--- src/rtl/decode_stage_pipe_if.sv ---
// Decode-stage bus: fetch-side handshake, write-back port and the ID/EX outputs.
// The master drives fetch and write-back; the slave is the decode stage itself.
interface decode_stage_pipe_if #(
    parameter int DATA_W    = 24,
    parameter int REG_IDX_W = 4
);
    localparam int BUF_W = 15 + 3*REG_IDX_W + 4*DATA_W;

    logic                 en;
    logic                 in_valid;
    logic [31:0]          inst;
    logic                 flush;
    logic                 WE;
    logic [REG_IDX_W-1:0] Rd;
    logic [DATA_W-1:0]    WD;
    logic                 stall_out;
    logic                 out_valid;
    logic [BUF_W-1:0]     bufferOut;

    modport master (
        output en, in_valid, inst, flush, WE, Rd, WD,
        input  stall_out, out_valid, bufferOut
    );

    modport slave (
        input  en, in_valid, inst, flush, WE, Rd, WD,
        output stall_out, out_valid, bufferOut
    );
endinterface

--- src/rtl/decode_stage_pipe.sv ---
// Decode stage: field split, control decode, bypassed register bank,
// load-use hazard detection and a flushable, valid-qualified ID/EX register.

// Control decode. Writes to R0 are discarded by dropping regWrite when Rc is zero.
module controlUnit #(
    parameter int REG_IDX_W = 4
) (
    input  logic [1:0]           opType,
    input  logic [3:0]           opCode,
    input  logic [REG_IDX_W-1:0] Rc,
    output logic                 immSrc,
    output logic                 branchFlag,
    output logic                 memWrite,
    output logic                 memToReg,
    output logic                 regWrite,
    output logic [3:0]           aluControl
);
    logic writesRc;

    always_comb begin
        immSrc     = 1'b0;
        branchFlag = 1'b0;
        memWrite   = 1'b0;
        memToReg   = 1'b0;
        writesRc   = 1'b0;
        aluControl = 4'd0;
        case (opType)
            2'b00: begin
                aluControl = opCode;
                writesRc   = 1'b1;
            end
            2'b01: begin
                aluControl = opCode;
                immSrc     = 1'b1;
                writesRc   = 1'b1;
            end
            2'b10: begin
                immSrc = 1'b1;
                if (opCode[0]) begin
                    memWrite = 1'b1;
                end else begin
                    memToReg = 1'b1;
                    writesRc = 1'b1;
                end
            end
            default: begin
                immSrc     = 1'b1;
                branchFlag = 1'b1;
                aluControl = 4'd1;
            end
        endcase
        regWrite = writesRc & (Rc != '0);
    end
endmodule

module decode_stage_pipe #(
    parameter int DATA_W    = 24,
    parameter int REG_IDX_W = 4,
    parameter int IMM_W     = 18
) (
    input  logic                 clk,
    input  logic                 rst,
    decode_stage_pipe_if.slave   bus
);
    localparam int BUF_W     = 15 + 3*REG_IDX_W + 4*DATA_W;
    localparam int NUM_REGS  = 2**REG_IDX_W;
    localparam int RC_POS    = 2*DATA_W;
    localparam int CTRL_BASE = 4*DATA_W + 3*REG_IDX_W;

    logic [1:0]           opType;
    logic [3:0]           opCode;
    logic [REG_IDX_W-1:0] Rc;
    logic [REG_IDX_W-1:0] Ra;
    logic [REG_IDX_W-1:0] Rb;
    logic [IMM_W-1:0]     imm;
    logic [DATA_W-1:0]    extendImm;

    logic                 immSrc;
    logic                 branchFlag;
    logic                 memWrite;
    logic                 memToReg;
    logic                 regWrite;
    logic [3:0]           aluControl;

    logic [DATA_W-1:0]    regs [NUM_REGS];
    logic [DATA_W-1:0]    rd1;
    logic [DATA_W-1:0]    rd2;
    logic [DATA_W-1:0]    rd3;

    logic [BUF_W-1:0]     packedBus;
    logic [REG_IDX_W-1:0] exRc;
    logic                 exMemToReg;
    logic                 exRegWrite;
    logic                 loadUse;

    logic [BUF_W-1:0]     bufferReg;
    logic                 validReg;

    assign opType    = bus.inst[31:30];
    assign opCode    = bus.inst[29:26];
    assign Rc        = bus.inst[25 -: REG_IDX_W];
    assign Ra        = bus.inst[25-REG_IDX_W -: REG_IDX_W];
    assign Rb        = bus.inst[25-2*REG_IDX_W -: REG_IDX_W];
    assign imm       = bus.inst[IMM_W-1:0];
    assign extendImm = DATA_W'($signed(imm));

    controlUnit #(.REG_IDX_W(REG_IDX_W)) ctrl (
        .opType     (opType),
        .opCode     (opCode),
        .Rc         (Rc),
        .immSrc     (immSrc),
        .branchFlag (branchFlag),
        .memWrite   (memWrite),
        .memToReg   (memToReg),
        .regWrite   (regWrite),
        .aluControl (aluControl)
    );

    // Write-back is independent of the pipeline controls: it always lands.
    always_ff @(posedge clk or posedge rst) begin
        if (rst) begin
            for (int i = 0; i < NUM_REGS; i++) begin
                regs[i] <= '0;
            end
        end else if (bus.WE) begin
            regs[bus.Rd] <= bus.WD;
        end
    end

    // A same-cycle write-back is forwarded so decode never sees a stale value.
    always_comb begin
        rd1 = (bus.WE && (bus.Rd == Ra)) ? bus.WD : regs[Ra];
        rd2 = (bus.WE && (bus.Rd == Rb)) ? bus.WD : regs[Rb];
        rd3 = (bus.WE && (bus.Rd == Rc)) ? bus.WD : regs[Rc];
    end

    assign packedBus = {opType, opCode, immSrc, branchFlag, memWrite, memToReg,
                        regWrite, aluControl, Ra, rd1, Rb, rd2, Rc, rd3, extendImm};

    assign exRc       = bufferReg[RC_POS +: REG_IDX_W];
    assign exRegWrite = bufferReg[CTRL_BASE + 4];
    assign exMemToReg = bufferReg[CTRL_BASE + 5];

    // Stores read Rc as their data source, so only they compare against it.
    assign loadUse = validReg & exMemToReg & exRegWrite & bus.in_valid &
                     ((exRc == Ra) | (exRc == Rb) | (memWrite & (exRc == Rc)));

    assign bus.stall_out = loadUse & ~bus.flush;

    always_ff @(posedge clk or posedge rst) begin
        if (rst) begin
            bufferReg <= '0;
            validReg  <= 1'b0;
        end else if (bus.flush) begin
            bufferReg <= '0;
            validReg  <= 1'b0;
        end else if (bus.en) begin
            if (loadUse || !bus.in_valid) begin
                bufferReg <= '0;
                validReg  <= 1'b0;
            end else begin
                bufferReg <= packedBus;
                validReg  <= 1'b1;
            end
        end
    end

    assign bus.bufferOut = bufferReg;
    assign bus.out_valid = validReg;
endmodule

--- src/flat_wrapper.sv ---
// flat-port wrapper written by rule: the top's interface ports become plain ports
module decode_stage_pipe_flat 
#(
    parameter int DATA_W    = 24,
    parameter int REG_IDX_W = 4,
    parameter int IMM_W     = 18
)
  (clk, rst, bus_en, bus_in_valid, bus_inst, bus_flush, bus_WE, bus_Rd, bus_WD, bus_stall_out, bus_out_valid, bus_bufferOut);
  decode_stage_pipe_if #(.DATA_W(DATA_W), .REG_IDX_W(REG_IDX_W)) bus_i ();
  input  logic clk;
  input  logic rst;
  input wire logic [$bits(bus_i.en)-1:0] bus_en;
  input wire logic [$bits(bus_i.in_valid)-1:0] bus_in_valid;
  input wire logic [$bits(bus_i.inst)-1:0] bus_inst;
  input wire logic [$bits(bus_i.flush)-1:0] bus_flush;
  input wire logic [$bits(bus_i.WE)-1:0] bus_WE;
  input wire logic [$bits(bus_i.Rd)-1:0] bus_Rd;
  input wire logic [$bits(bus_i.WD)-1:0] bus_WD;
  output wire logic [$bits(bus_i.stall_out)-1:0] bus_stall_out;
  output wire logic [$bits(bus_i.out_valid)-1:0] bus_out_valid;
  output wire logic [$bits(bus_i.bufferOut)-1:0] bus_bufferOut;
  assign bus_i.en = bus_en;
  assign bus_i.in_valid = bus_in_valid;
  assign bus_i.inst = bus_inst;
  assign bus_i.flush = bus_flush;
  assign bus_i.WE = bus_WE;
  assign bus_i.Rd = bus_Rd;
  assign bus_i.WD = bus_WD;
  assign bus_stall_out = bus_i.stall_out;
  assign bus_out_valid = bus_i.out_valid;
  assign bus_bufferOut = bus_i.bufferOut;
  decode_stage_pipe #(.DATA_W(DATA_W), .REG_IDX_W(REG_IDX_W), .IMM_W(IMM_W)) u_core (.clk(clk), .rst(rst), .bus(bus_i));
endmodule
--- config.mk ---
export PLATFORM = sky130hd
export DESIGN_NAME = decode_stage_pipe_flat
export DESIGN_NICKNAME = d
export VERILOG_FILES = /design/src/rtl/decode_stage_pipe_if.sv /design/src/rtl/decode_stage_pipe.sv /design/src/flat_wrapper.sv
export SDC_FILE = /design/constraint.sdc
export NUM_CORES = 1
export LEC_CHECK = 0
export BUFFER_PORTS_ARGS = -buffer_cell sky130_fd_sc_hd__buf_2
export CAP_MARGIN = 30
export CELL_PAD_IN_SITES_DETAIL_PLACEMENT = 1
export CELL_PAD_IN_SITES_GLOBAL_PLACEMENT = 1
export CORE_MARGIN = 4
export CORE_UTILIZATION = 41
export DETAILED_ROUTE_END_ITERATION = 12
export GPL_TIMING_DRIVEN = 0
export HOLD_SLACK_MARGIN = 0.03
export PLACE_DENSITY_LB_ADDON = 0.1
export SLEW_MARGIN = 25
export SYNTH_ARGS = -nofsm -noshare
export SYNTH_HDL_FRONTEND = slang
export SYNTH_SLANG_ARGS = --single-unit
--- constraint.sdc ---
create_clock -name clk -period 19.1 [get_ports clk]
set_input_delay 1.91 -clock clk [delete_from_list [all_inputs] [get_ports clk]]
set_output_delay 1.91 -clock clk [all_outputs]
set_load 0.01 [all_outputs]
==> metrics.cfg <==
[timing]
finalSetupViolCount=0
fin_ws_ps=13900
rsz0062_at_grt=no
hold_violations=0
fin_crit_sh_pct=27.2
post-route-min-period_ps=5200
max_clock_freq_mhz=192
drv_slew=0
finalClockSkew_ps=17.9
maxSlewHeadroom_pct=33.3
tightest_slew_ps=1000

[synth]
ys_ff_latch=498
synth_top_family_by_area=multiplexers
async_flop_share_pct=100
seq_area_frac_synth_pct=42.8
yosys_warnings=0
synthAdderAreaFrac_pct=0
synthXorXnorAreaFrac_pct=0.721
synth_edf_count=0
synth_area_um2=29100
synth_top_area_share_pct=42.8
ys_top_cells_by_area=dfrtp_1, mux4_2, mux2_2
synth_mux_area_share_pct=47.0
synth.avg_cell_area_um2=14.9
synthesis.nets=2020
yosysUniqueCellTypes=34
yosys.area_share.simple_pct=2.01
synthCells=1954
synth-compound-area-share_pct=3.45
synth_top_area_cell=dfrtp_1
synth_ff_type=dfrtp_1

[final_layout]
design_area_um2=33500
fin_nets=2243
utilization_pct=47.6
final_cell_mix=dfrtp_1, mux2_2, mux2i_1, mux4_2, buf_2
drive_gt1_share_pct=52.4
final_common_cell=dfrtp_1
syn2layout_area_growth_pct=14.8

[pwr]
power_density_nw_per_um2=108
peakVddDrop_mv=0.0735
leakagePower_nw=15.0
total_power_mw=3.60

[global_routing]
grt_pass1_wl_um=148000
overflow=0
first_global_vias=20700
grt_start_max_net_pins=97
antenna_found_initial=2
grt_usage_pct=27.1

[route]
routed-via-count=19300
drt_pre_antenna_iters=5
drt_first_iter_violations=1659
wl_um=101000
drc=0
via_per_inst=6.08
wire_per_inst_um=32.0
ant_nets=0

[cts]
htreeDepth=2
post-cts-setup-buffers=0
ctsResizeCount=0
tritoncts=done
cts_root_buf=clkbuf_16
clkSinkCount=498
cts-hold-fix-buffers=0
numCtsBuffers=60
cts_buffer_depth=3
clkLatencyLatePin_ps=630
clk_pin_slew_ps=60

[placed_design]
gp_congestion=0.863
pre_cts_ws_ps=13900
port_buffers=152
hpwlAfterDp_um=72000
post_dp_cell_area_um2=31300

[run_status]
status=complete, no violations

[floorplanning]
fp.dieW_um=275
die_y_um=275
rows=97
ios=191
die_area_um2=75400
core_area_um2=70300
start_util_pct=41.5

[setup_path]
worst-path-max-fanout=4
critPathRequiredTime_ps=17190
path_class=in -> out
cp.arrival_ps=3290
crit_path_end_kind=output pin
startpoint_type=primary input

[worst_hold_path]
hold_path.class=reg -> reg

[job]
max_cap_violations=0

through the flow:
stage / instances / hold slack (ps) / TNS, ps
finish: 3166 / 469 / 0
global route: 3165 / 486 / 0
CTS: 3163 / 475 / 0
detailed placement: 3053 / 461 / 0
global placement: 3046 / 457 / -1362380
floorplan: 1954 / 495 / 0
power by group:
| group | leakage (nW) | switching (mW) | total, mW | internal (mW) |
|---|---|---|---|---|
| registers | 6.27 | 0.190 | 1.45 | 1.26 |
| logic | 7.70 | 0.383 | 0.890 | 0.507 |
| clock network | 1.07 | 0.482 | 1.26 | 0.778 |
| total | 15.0 | 1.06 | 3.60 | 2.55 |
path summary, 6_finish.rpt:
| kind | startpoint | endpoint | slack (ps) | depth (start not counted) |
|---|---|---|---|---|
| hold / removal | u_core.bus.bufferOut[45] | u_core.bus.bufferOut[45] | 470 | 2 |
| min in group asynchronous | rst | u_core.regs[125] | 1300 | 2 |
| setup reg to reg | u_core.bus.bufferOut[49] | u_core.bus.bufferOut[91] | 16970 | 7 |
| setup / recovery | bus_inst[23] | bus_stall_out | 13900 | 7 |
| hold reg to reg | u_core.bus.bufferOut[45] | u_core.bus.bufferOut[45] | 470 | 2 |
| max in group asynchronous | rst | u_core.regs[136] | 16000 | 5 |
sequential cells by signal (all words and copies together) (netlist names):
register / cells
u_core.bus.bufferOut: 113
u_core.regs: 384
u_core.bus.out_valid: 1
per-layer routing:
metal	track usage [%]	part of all wire (%)
met1	38.4	45
met2	43.0	47
met3	5.61	6.3
met4	6.53	2.5
met5	0	0
layout make-up:
class,instances,area [um^2]
Sequential cell,498,12500
Inverter,5,26.3
Tap cell,940,1180
Timing Repair Buffer,161,947
Buffer,221,1170
Clock buffer,86,1780
Fill cell,6942,36800
Clock inverter,24,383
Multi-Input combinational cell,1230,15500
Antenna cell,1,2.50
critical path, stage by stage:
cell and delay (ps):
buf_2 150, xor2_1 150, or3_1 370, nor2_1 110, nor2_1 50, nor4b_1 350, buf_2 200
synth_stat cells, types with 4 or more instances:
master,number
mux2_2,372
xnor2_1,14
dfrtp_1,498
a22o_1,28
mux4_2,288
buf_6,14
nor2_1,15
xor2_1,10
mux2i_1,289
buf_1,34
nand2_1,86
a32o_1,5
mux2_1,12
nand2b_1,5
or3_1,4
clkbuf_1,45
buf_2,103
o21ai_2,79
buf_4,25
cells by family after synthesis:
group / Yosys count
compound gates: 115
xor+xnor: 24
buf+inv: 226
flops: 498
mux: 961
simple gates: 130
No activity file was read; power rests on OpenSTA's default activity.
